$ cat src/rtl/port_tx_ctrl.sv
// port_tx_ctrl: packet egress controller reading a DA/SA/LEN/payload FIFO into a 2-entry buffer with sop/eop framing, inter-packet gap and packet counter
// Ports: clk/rst (async active-high); fifo_empty/fifo_rd_en/fifo_data (1-cycle read latency);
//        out_data/out_valid/out_ready/out_sop/out_eop egress stream; busy; pkt_cnt (eop transfers, wraps).
module port_tx_ctrl #(
  parameter int W_WIDTH = 8,
  parameter int IPG = 2
) (
  input  logic               clk,
  input  logic               rst,
  input  logic               fifo_empty,
  output logic               fifo_rd_en,
  input  logic [W_WIDTH-1:0] fifo_data,
  output logic [W_WIDTH-1:0] out_data,
  output logic               out_valid,
  input  logic               out_ready,
  output logic               out_sop,
  output logic               out_eop,
  output logic               busy,
  output logic [15:0]        pkt_cnt
);
  localparam logic [1:0] IDLE = 2'd0;
  localparam logic [1:0] XFER = 2'd1;
  localparam logic [1:0] GAP  = 2'd2;
  logic [1:0]         state_q, state_d;
  logic [3:0]         gap_q, gap_d;
  logic [8:0]         rd_idx_q, rd_idx_d, cap_idx_q, cap_idx_d, last;
  logic [7:0]         len_q, len_d, len_eff;
  logic [1:0]         occ_q, occ_d, occ_p;
  logic               inflight_q;
  logic [W_WIDTH+1:0] e0_q, e0_d, e1_q, e1_d, s0, new_e;
  logic [15:0]        pkt_cnt_q, pkt_cnt_d;
  logic               pop, eop_xfer, more;
  always_comb begin
    out_valid  = occ_q != 2'd0;
    out_data   = e0_q[W_WIDTH-1:0];
    out_sop    = out_valid && e0_q[W_WIDTH+1];
    out_eop    = out_valid && e0_q[W_WIDTH];
    busy       = state_q != IDLE || out_valid;
    pkt_cnt    = pkt_cnt_q;
    pop        = out_valid && out_ready;
    eop_xfer   = pop && e0_q[W_WIDTH];
    // LEN is usable in the very cycle it returns so the read of byte 3 is not delayed
    len_eff    = (inflight_q && cap_idx_q == 9'd2) ? fifo_data[7:0] : len_q;
    last       = {1'b0, len_eff} + 9'd2;
    more       = rd_idx_q < 9'd3 || rd_idx_q <= last;
    // occupancy is taken after this cycle's pop, which sustains one byte per cycle
    fifo_rd_en = state_q == XFER && !fifo_empty && more &&
                 ({1'b0, occ_q} + {2'b0, inflight_q} - {2'b0, pop}) < 3'd2;
    new_e      = {cap_idx_q == 9'd0, cap_idx_q >= 9'd2 && cap_idx_q == last, fifo_data};
    s0         = pop ? e1_q : e0_q;
    occ_p      = occ_q - {1'b0, pop};
    e0_d       = (inflight_q && occ_p == 2'd0) ? new_e : s0;
    e1_d       = (inflight_q && occ_p == 2'd1) ? new_e : e1_q;
    occ_d      = occ_p + {1'b0, inflight_q};
    len_d      = len_eff;
    rd_idx_d   = state_q == IDLE ? 9'd0 : rd_idx_q + {8'd0, fifo_rd_en};
    cap_idx_d  = state_q == IDLE ? 9'd0 : cap_idx_q + {8'd0, inflight_q};
    gap_d      = state_q == GAP ? gap_q + 4'd1 : 4'd0;
    pkt_cnt_d  = pkt_cnt_q + {15'd0, eop_xfer};
    state_d    = state_q == IDLE ? (fifo_empty ? IDLE : XFER) :
                 state_q == XFER ? (eop_xfer ? (IPG == 0 ? IDLE : GAP) : XFER) :
                 (gap_q == 4'(IPG - 1) ? IDLE : GAP);
  end
  always_ff @(posedge clk or posedge rst) begin
    if (rst) begin
      state_q    <= IDLE;
      gap_q      <= '0;
      rd_idx_q   <= '0;
      cap_idx_q  <= '0;
      len_q      <= '0;
      occ_q      <= '0;
      inflight_q <= 1'b0;
      e0_q       <= '0;
      e1_q       <= '0;
      pkt_cnt_q  <= '0;
    end else begin
      state_q    <= state_d;
      gap_q      <= gap_d;
      rd_idx_q   <= rd_idx_d;
      cap_idx_q  <= cap_idx_d;
      len_q      <= len_d;
      occ_q      <= occ_d;
      inflight_q <= fifo_rd_en;
      e0_q       <= e0_d;
      e1_q       <= e1_d;
      pkt_cnt_q  <= pkt_cnt_d;
    end
  end
endmodule

$ cat config.mk
export PLATFORM = sky130hd
export DESIGN_NAME = port_tx_ctrl
export DESIGN_NICKNAME = d
export VERILOG_FILES = /design/src/rtl/port_tx_ctrl.sv
export SDC_FILE = /design/constraint.sdc
export NUM_CORES = 1
export LEC_CHECK = 0
export ABC_AREA = 1
export CORE_ASPECT_RATIO = 2
export CORE_MARGIN = 2
export CORE_UTILIZATION = 60
export CTS_CLUSTER_DIAMETER = 100
export DETAILED_ROUTE_END_ITERATION = 6
export GPL_TIMING_DRIVEN = 0
export HOLD_SLACK_MARGIN = 0.15
export PLACE_DENSITY = 0.84
export SYNTH_ARGS = -nofsm -noshare
export SYNTH_HDL_FRONTEND = slang
export SYNTH_SLANG_ARGS = --single-unit
$ cat constraint.sdc
create_clock -name clk -period 10.8 [get_ports clk]
set_input_delay 2.16 -clock clk [delete_from_list [all_inputs] [get_ports clk]]
set_output_delay 2.16 -clock clk [all_outputs]
set_load 0.01 [all_outputs]
After elaboration in Yosys (flattened, before gate mapping)
Index checks and enable logic that the tools add are counted.

Shift operators: 0. Bitwise operators: 0. Reduce and logical (&&, ||, !) cells: 20. Multiplexer cells: 11. $lt $le $gt $ge: 4. Divide/modulo/power cells: 0. Multiply operators: 0. Equality and inequality tests: 6. $add $sub $neg: 9.

Operators by type and width (count): $mux W10 (2); $add A9 B1 Y9 (2); $mux W9 (2); $add A16 B1 Y16 (1); $logic_and A1 B1 Y1 (11); $add A8 B2 Y9 const B (1); $eq A9 B2 Y1 const B (1); $eq A9 B9 Y1 (1); $ge A9 B2 Y1 const B (1); $le A9 B9 Y1 (1); $logic_not A9 Y1 (1); $lt A9 B2 Y1 const B (1); $mux W2 (4); $mux W8 (1); $reduce_bool A2 Y1 (3); $add A4 B1 Y4 const B (1); $eq A2 B1 Y1 const B (2); $eq A4 B1 Y1 const B (1); $logic_not A2 Y1 (2); $mux W4 (1); $add A2 B1 Y3 (1); $lt A3 B2 Y1 const B (1); $sub A3 B1 Y3 (1); $add A2 B1 Y2 (1); other kinds (5) (6).

Memories: 0. Output and inout bits: 29. Bits in latches: 0. Register bits: 71. Memory bits (read-only): 0. RAM bits: 0. Bits of input ports: 12.

Logic depth before layout (Yosys ltp)
Gate-level depths: netlist of run 1.

Depth after elaboration: 10. Depth in mapped cells: 29.

Worst setup path before layout of run 1
OpenSTA, ideal clock, no wires.

Path type: input to output. Start point: in out_ready. End point: out fifo_rd_en. Setup slack: 4.452 ns. Buffers on the path: 1. Stages: 9. Arrival time: 4.188 ns. Cells stage by stage: nand2_1 > inv_1 > clkbuf_1 > ha_1 > or2_2 > fa_1 > xnor2_1 > nand4_1 > a21oi_1.

Cells in the longest elaborated chain, start to end: 4.

RTL lines: start, declared (line 15) `input logic out_ready,`; $logic_and A1 B1 Y1 (line 40) `pop = out_valid && out_ready;`; $sub A3 B1 Y3 (line 48) `({1'b0, occ_q} + {2'b0, inflight_q} - {2'b0, pop}) < 3'd2;`; $lt A3 B2 Y1 (line 48); $logic_and A1 B1 Y1 (line 47) `fifo_rd_en = state_q == XFER && !fifo_empty && more &&`; end, declared (line 11) `output logic fifo_rd_en,`.

No other way between the ends.

Worst setup path after layout of run 1
Same ends and word-level chain as after synthesis.

==> metrics.txt, run 1 <==
Core Region=6360 sq um; status=finished clean; CTS buffer count=9; Max VDD drop=0.000133 V; DRC errors left=0; crit path cell chain=clkdlybuf4s50_1, nand2_1, inv_1, clkbuf_1, ha_1, or2_2, fa_1, xnor2_1, nand4_1, a21oi_1, clkdlybuf4s50_1; # hold bufs at CTS=0; CP arrival=5.64 ns; initial antenna violation count=0; cell mode on critical path=clkdlybuf4s50_1; GP Congestion=0.850; crit path to=fifo_rd_en; min Tclk post-route=7.80 ns; GRT Total Usage=25.9%; clk sinks=71; FF-to-FF End=rd_idx_q[8]$_DFF_PP0_; H-tree depth=3; nets=536; setup TNS=0 ns; Die H=119 microns; number of diodes=0; Pleak=2.27 nW; # setup viols final=0; worst-case clock buffer depth=2; die width=61.4 microns; Worst path depth=11; crit-path max FO=11; Starting Density=62.1%; Hold WC Path Type=flop to flop; number of max-cap violations=0; worst-skew pair later-pin latency=0.33 ns; clk_skew=0.00603 ns; Fin. Hold Viols=0; FF-to-FF Start=cap_idx_q[8]$_DFF_PP0_; area delta synth->final=19.3%; synthesized area=3950 sq um; total of warnings raised by yosys=0; cells after synthesis=451; via count=3177; CP max stage delay=0.59 ns; Root Driver=clkbuf_16; Pre-antenna DRT Iters=4; Power Dens Cells=187 nW/um^2; Final ANT Viol Nets=0; dominant cell type by area after synthesis=dfrtp_1; delay-heaviest family, CP=buffers and inverters; syn avg cell area=8.76 sq um; most common cell after layout, fill and taps aside=dfrtp_1; r2r worst-path depth=29; CP Class=primary input to output pin; RSZ-0062 raised after global routing=no; vias in the first global route=3209; worst setup margin=3.00 ns; Seq/Total Area, Yosys=45.0%; IO Count=41; PortBufs=40; Max Clk Rate=128 MHz; fraction of layout cells with a size suffix above 1=10.1%; Worst setup startpoint=out_ready; CP Buf/Inv Count=4; total gr overflow=0; worst-case register-to-register setup slack=6.31 ns; Req. time, crit path=8.64 ns; WL per Instance=14.3 microns; Least-Margin Pin Slew=0.868 ns; startpoint types=primary input; Unique masters post-synth=41; Final Power=0.000882 W; Final Cycle Share=72.2%; drt initial violations=187; cts repair resizes=0; post-synth top area share=45.0%; critical path capture point type=output pin; area of the die=7290 sq um; Final Slew Violations=0; global-route wire length before repair=13900 microns; dpl ws=2.99 ns; largest net degree at the start of global routing=72; Max-slew headroom=42.1%; # rows=41; synth top area cells=dfrtp_1, ha_1, nand2_1; clk slew on worst S/H paths=0.05 ns; final WL=8430 microns; Post-Syn Nets=485; CTS tree=yes; Setup Buffers After CTS=0; Vias/cell=5.38; DP HPWL=6290 microns; most frequent cells in the layout=dfrtp_1, nand2_1, inv_1; flops & latches, synth=71; Slowest cell on crit path=clkdlybuf4s50_1
## where the power goes
part / switching, W / leakage [nW] / internal (W) / total, W
clock network: 0.000102 / 0.127 / 0.000157 / 0.000259
registers: 0.0000375 / 0.924 / 0.000317 / 0.000355
logic: 0.000140 / 1.22 / 0.000128 / 0.000268
total: 0.000280 / 2.27 / 0.000602 / 0.000882
## synthesized netlist by cell type
library cell	n
nand3_1	50
clkinv_1	1
o21ai_2	2
buf_4	8
nand2_8	1
o21ai_4	2
o311ai_0	1
nor3_1	12
a21oi_1	16
xor2_1	12
a31oi_1	1
o21ai_1	1
or2_2	1
nand4_1	5
nor2_1	43
clkbuf_1	5
nor2_2	3
and3_1	1
nand3_2	1
dfrtp_1	71
buf_12	1
ha_1	21
a211oi_1	2
nor4_1	2
xnor2_1	8
a21oi_2	1
o211ai_1	8
o22ai_1	2
nand2_1	68
nor3b_1	7
o31ai_1	1
nand2_2	6
nor2_4	5
o21ai_0	10
nand3_4	1
xnor3_1	1
fa_1	1
o21bai_1	1
nand2_4	4
inv_1	62
inv_2	2
## worst min-delay path by stage
stage	end	depth (start not counted)	from
after floorplan	e1_q[9]$_DFFE_PP0P_	2	e1_q[9]$_DFFE_PP0P_
after global placement	pkt_cnt[15]$_DFF_PP0_	1	pkt_cnt[15]$_DFF_PP0_
after detailed placement	pkt_cnt[15]$_DFF_PP0_	1	pkt_cnt[15]$_DFF_PP0_
after CTS	pkt_cnt[15]$_DFF_PP0_	1	pkt_cnt[15]$_DFF_PP0_
after global routing	pkt_cnt[15]$_DFF_PP0_	1	pkt_cnt[15]$_DFF_PP0_
final	pkt_cnt[15]$_DFF_PP0_	1	pkt_cnt[15]$_DFF_PP0_
## through the flow
step	utilization [%]	cell area [sq um]	hold WS [ns]	cells
2_1_floorplan	-	3950	0.450	451
3_3_place_gp	70.1	4460	0.464	577
3_5_place_dp	70.2	4460	0.466	577
4_1_cts	74.1	4720	0.477	590
5_1_grt	74.1	4720	0.491	590
6_report	74.1	4720	0.477	590
## routing by layer
layer | vias up | wire length (microns) | global-route usage, %
met2 | 61 | 4770 | 44.6
met4 | 0 | 383 | 18.0
met3 | 25 | 247 | 4.81
li1 | 1569 | - | -
met5 | - | 0 | 0
met1 | 1522 | 3030 | 25.9
## state kept, by name, summed over array words and instances, names as in the netlist
| signal | cells |
|---|---|
| pkt_cnt | 16 |
| cap_idx_q | 9 |
| gap_q | 4 |
| e0_q | 10 |
| e1_q | 10 |
| rd_idx_q | 9 |
| len_q | 8 |
| occ_q | 2 |
| inflight_q | 1 |
| state_q | 2 |
## cells by family after synthesis
group | synth area share, %
and+or+nand+nor | 26.3
buffers and inverters | 8.67
DFF | 45.0
AOI/OAI and AO/OA | 7.88
adders and majority gates | 7.15
xor gates and xnor gates | 5.00
## final cells by class
type	count	area, sq um
Inverter	65	246
Tap cell	86	108
Multi-Input combinational cell	301	1830
Timing Repair Buffer	40	400
Clock inverter	2	10.0
Fill cell	494	1650
Buffer	14	98.8
Clock buffer	11	243
Sequential cell	71	1780
(Power assumes the default switching activity.)
==> run 2: changes to the inputs <==
--- a/config.mk
+++ b/config.mk
@@ -8,12 +8,12 @@
 export ABC_AREA = 1
 export CORE_ASPECT_RATIO = 2
 export CORE_MARGIN = 2
-export CORE_UTILIZATION = 60
+export CORE_UTILIZATION = 51
 export CTS_CLUSTER_DIAMETER = 100
 export DETAILED_ROUTE_END_ITERATION = 6
 export GPL_TIMING_DRIVEN = 0
 export HOLD_SLACK_MARGIN = 0.15
-export PLACE_DENSITY = 0.84
+export PLACE_DENSITY = 0.76
 export SYNTH_ARGS = -nofsm -noshare
 export SYNTH_HDL_FRONTEND = slang
 export SYNTH_SLANG_ARGS = --single-unit
==> constraint.sdc (replaced) <==
create_clock -name clk -period 6.91 [get_ports clk]
set_input_delay 1.382 -clock clk [delete_from_list [all_inputs] [get_ports clk]]
set_output_delay 1.382 -clock clk [all_outputs]
set_load 0.01 [all_outputs]
==> run 2 against run 1 <==
Effect of this change: power grew 67%; design area grew 1.6%; global-route usage shrank 3.2 points; combinational power grew 55%; register-to-register slack lost 4.0 ns; critical path type unchanged; via count shrank 1.2%; critical path depth is the same; sequential share of layout area shrank 0.61 points; sequential power grew 56%; first-iteration DRC count grew 19%; non-clock buffer count is the same.
==> metrics.txt, run 2 (same netlist as run 1, synthesis figures left out) <==
status=finished clean; number of max-cap violations=0; min Tclk post-route=6.24 ns; hold-critical path depth=1; Root Driver=clkbuf_16; Final ANT Viol Nets=0; Internal Power=0.00101 W; CTS buffer count=9; largest net degree at the start of global routing=72; area taken by multi-input logic gates=1830 sq um; number of diodes=0; Hold WC Path Type=flop to flop; Reg area=1780 sq um; r2r worst-path depth=27; Setup Buffers After CTS=0; Pre-antenna DRT Iters=4; Final Cycle Share=90.3%; FF-to-FF End=rd_idx_q[8]$_DFF_PP0_; drt initial violations=222; Least-Margin Pin Slew=0.869 ns; clk slew on worst S/H paths=0.06 ns; worst-skew pair later-pin latency=0.34 ns; startpoint types=primary input; Vias/cell=5.22; DP HPWL=6370 microns; FF-to-FF Start=cap_idx_q[8]$_DFF_PP0_; most frequent cells in the layout=dfrtp_1, nand2_1, inv_1; final core occ=63.5%; Core Region=7540 sq um; RSZ-0062 raised after global routing=no; Hold Slack=0.469 ns; CP Class=primary input to output pin; vias in the first global route=3203; net switching power=0.000459 W; max reg flops=16; Pleak=2.30 nW; CTS tree=yes; Req. time, crit path=5.53 ns; # setup viols final=0; fraction of layout cells with a size suffix above 1=10.8%; Final Power=0.00147 W; power share of the clock group=34.0%; Max-slew headroom=42.0%; Max Clk Rate=160 MHz; initial antenna violation count=0; total gr overflow=0; Seq pwr share=37.7%; Final Slew Violations=0; IO Count=41; Max VDD drop=0.000162 V; GRT Total Usage=22.7%; H-tree depth=3; setup TNS=0 ns; worst-case clock buffer depth=2; DR WL met2=4820 microns; Die H=129 microns; worst-case register-to-register setup slack=2.29 ns; GP Congestion=0.895; Top Metal Used=met4; clk sinks=71; most common cell after layout, fill and taps aside=dfrtp_1; Power Dens Cells=307 nW/um^2; global-route wire length before repair=14600 microns; nets=536; Starting Density=52.4%; PortBufs=40; via count=3138; Net Sw Frac=31.2%; dpl ws=0.646 ns; # fillers=656; crit-path max FO=11; area delta synth->final=21.3%; clk_skew=0.00553 ns; cts repair resizes=0; Hold Crit Endpoint=pkt_cnt[15]$_DFF_PP0_; area of the die=8510 sq um; Comb pwr share=28.3%; Fin. Hold Viols=0; # hold bufs at CTS=0; CP arrival=4.86 ns; min-delay src=pkt_cnt[15]$_DFF_PP0_; # rows=45; DRC errors left=0; worst setup margin=0.670 ns; met1 WL=3120 microns; critical path capture point type=output pin; final WL=8620 microns; met3 routed WL=230 microns; WL per Instance=14.3 microns; Worst setup startpoint=out_ready; die width=66.3 microns
run 2: worst max path at each step:
stage                 end  slack [ns]  depth (start not counted)
3_5_place_dp   fifo_rd_en        0.65                         11
3_3_place_gp   fifo_rd_en        0.67                         11
2_1_floorplan  fifo_rd_en        2.12                          9
5_1_grt        fifo_rd_en        0.42                         11
6_report       fifo_rd_en        0.67                         11
4_1_cts        fifo_rd_en        0.63                         11
run 2: area by class of cell:
type / instances / share of cell area, %
Buffer: 14 / 2.06
Clock buffer: 9 / 4.70
Clock inverter: 7 / 1.98
Inverter: 65 / 5.14
Multi-Input combinational cell: 301 / 38.2
Sequential cell: 71 / 37.1
Tap cell: 94 / 2.45
Timing Repair Buffer: 40 / 8.35
run 2: metal layers:
metal  vias up  global-route usage (%)
li1       1568                       -
met5         -                       0
met3        25                    4.72
met1      1485                    22.4
met2        60                    41.2
met4         0                    14.4
run 2: power groups by stage:
stage	clock network, W	logic [W]	registers, W
4_1_cts	0.000505	0.000426	0.000554
3_3_place_gp	0	0.000406	0.000555
6_report	0.000500	0.000416	0.000554
3_5_place_dp	0	0.000421	0.000559
5_1_grt	0.000522	0.000473	0.000565
2_1_floorplan	0	0.000265	0.000549
run 2: per-stage QoR:
stage          std cells  area [sq um]
6_report             601          4790
3_5_place_dp         585          4470
4_1_cts              601          4790
2_1_floorplan        451          3950
5_1_grt              601          4790
3_3_place_gp         585          4470
run 2: critical path, stage by stage:
cell and delay [ns]:
clkdlybuf4s50_1 0.45, nand2_1 0.24, inv_1 0.21, clkbuf_1 0.43, ha_1 0.32, or2_2 0.30
fa_1 0.38, xnor2_1 0.14, nand4_1 0.11, a21oi_1 0.27, clkdlybuf4s50_1 0.60
==> run 3: changes to the inputs <==
--- a/config.mk
+++ b/config.mk
@@ -6,6 +6,7 @@
 export NUM_CORES = 1
 export LEC_CHECK = 0
 export ABC_AREA = 1
+export CAP_MARGIN = 15
 export CORE_ASPECT_RATIO = 2
 export CORE_MARGIN = 2
 export CORE_UTILIZATION = 51
@@ -14,6 +15,7 @@
 export GPL_TIMING_DRIVEN = 0
 export HOLD_SLACK_MARGIN = 0.15
 export PLACE_DENSITY = 0.76
+export SLEW_MARGIN = 20
 export SYNTH_ARGS = -nofsm -noshare
 export SYNTH_HDL_FRONTEND = slang
 export SYNTH_SLANG_ARGS = --single-unit
==> run 3 against run 2 <==
Effect of this change: global-route usage shrank 0.11 points; core utilization is 0.53 points higher; maximum frequency down 0.30%; highest routed layer unchanged.
==> metrics.txt, run 3 (same netlist as run 1, synthesis figures left out) <==
CP Class=primary input to output pin; DRC errors left=0; Fin. Hold Viols=0; CTS buffer count=9; worst-skew pair later-pin latency=0.34 ns; setup TNS=0 ns; die width=66.3 microns; drt initial violations=197; final WL=8680 microns; area of the die=8510 sq um; total gr overflow=0; WL per Instance=14.4 microns; IO Count=41; Pleak=2.32 nW; Max VDD drop=0.000171 V; Slowest cell on crit path=clkdlybuf4s50_1; CP arrival=4.88 ns; Root Driver=clkbuf_16; Power Dens Cells=308 nW/um^2; # rows=45; initial antenna violation count=0; Worst path depth=11; via count=3167; hold-critical path depth=1; nets=537; cell mode on critical path=clkdlybuf4s50_1; crit path cell chain=clkdlybuf4s50_1, nand2_1, inv_1, clkbuf_1, ha_1, or2_2, fa_1, xnor2_1, nand4_1, a21oi_1, clkdlybuf4s50_1; clk_skew=0.00470 ns; area taken by multi-input logic gates=1830 sq um; crit-path max FO=11; delay-heaviest family, CP=buffers and inverters; number of max-cap violations=0; most frequent cells in the layout=dfrtp_1, nand2_1, inv_1; critical path capture point type=output pin; min Tclk post-route=6.26 ns; Max Clk Rate=160 MHz; Least-Margin Pin Slew=0.753 ns; DR WL met2=4890 microns; final core occ=64.1%; vias in the first global route=3243; number of diodes=0; # setup viols final=0; Final Slew Violations=0; CP max stage delay=0.60 ns; Hold Slack=0.469 ns; Max-slew headroom=49.6%; r2r worst-path depth=27; CTS tree=yes; Die H=129 microns; max reg flops=16; GRT Total Usage=22.6%; H-tree depth=3; met1 WL=3130 microns; DP HPWL=6460 microns; Hold WC Path Type=flop to flop; PortBufs=40; # fillers=637; Final Cycle Share=90.6%; Req. time, crit path=5.53 ns; area delta synth->final=22.3%; clk slew on worst S/H paths=0.06 ns; Top Metal Used=met4; # hold bufs at CTS=0; worst-case clock buffer depth=2; clk sinks=71; largest net degree at the start of global routing=47; GP Congestion=0.895; Setup Buffers After CTS=0; Reg area=1780 sq um; Pre-antenna DRT Iters=7; global-route wire length before repair=14500 microns; Placed Area=4500 sq um; CP Buf/Inv Count=4; Starting Density=52.4%; cts repair resizes=0; startpoint types=primary input; Final ANT Viol Nets=0; fraction of layout cells with a size suffix above 1=10.8%; most common cell after layout, fill and taps aside=dfrtp_1; RSZ-0062 raised after global routing=no; Core Region=7540 sq um; Vias/cell=5.26; status=finished clean; met3 routed WL=211 microns; cell area after layout=4830 sq um
## run 3: layer usage
metal  track usage (%)  up-vias
met2              41.1       55
li1                  -     1572
met3              3.67       29
met1              22.6     1511
met5                 0        -
met4              15.0        0
## run 3: worst paths after layout
kind	start	endpoint	slack, ns
min reg2reg	pkt_cnt[15]$_DFF_PP0_	pkt_cnt[15]$_DFF_PP0_	0.47
min	pkt_cnt[15]$_DFF_PP0_	pkt_cnt[15]$_DFF_PP0_	0.47
min in group asynchronous	rst	pkt_cnt[7]$_DFF_PP0_	1.37
max reg2reg	cap_idx_q[8]$_DFF_PP0_	rd_idx_q[8]$_DFF_PP0_	2.31
max in group asynchronous	rst	e0_q[3]$_DFFE_PP0P_	4.99
max	out_ready	fifo_rd_en	0.65
## run 3: through the flow
| step | instances | setup slack, ns | total power (W) |
|---|---|---|---|
| final | 602 | 0.651 | 0.00149 |
| after floorplan | 451 | 2.12 | 0.000814 |
| after global routing | 602 | 0.392 | 0.00158 |
| after detailed placement | 586 | 0.634 | 0.000983 |
| after CTS | 602 | 0.621 | 0.00150 |
| after global placement | 585 | 0.672 | 0.000962 |
## run 3: where the power goes
part,internal [W],switching [W]
clock,0.000337,0.000179
sequential,0.000495,0.0000569
combinational,0.000202,0.000219
## run 3: area by class of cell
class,count,area share [%]
timing repair buffer,41,8.85
multi-input combinational,301,37.9
buffer,14,2.05
inverter,65,5.10
clock buffer,12,5.31
clock inverter,4,1.58
tap,94,2.43
sequential,71,36.8
## run 3: worst register-to-register path: stages, from the launching register on
cell and delay (ns):
dfrtp_1 0.44, nor2_1 0.16, nand2_1 0.13, nor2_4 0.20
nand2_4 0.09, buf_12 0.16, nand2_1 0.08, nand2_1 0.18
ha_1 0.31, nand3_4 0.13, nor2_4 0.06, nand2_1 0.08
nand2_1 0.09, ha_1 0.33, nand3_1 0.11, nor3_1 0.24
a31oi_1 0.07, a21oi_1 0.30, ha_1 0.25, ha_1 0.18
nand2_1 0.08, nor2_1 0.10, inv_1 0.06, nor2_1 0.19
nand3_1 0.14, nor2_1 0.16, o22ai_1 0.10, a21oi_1 0.12
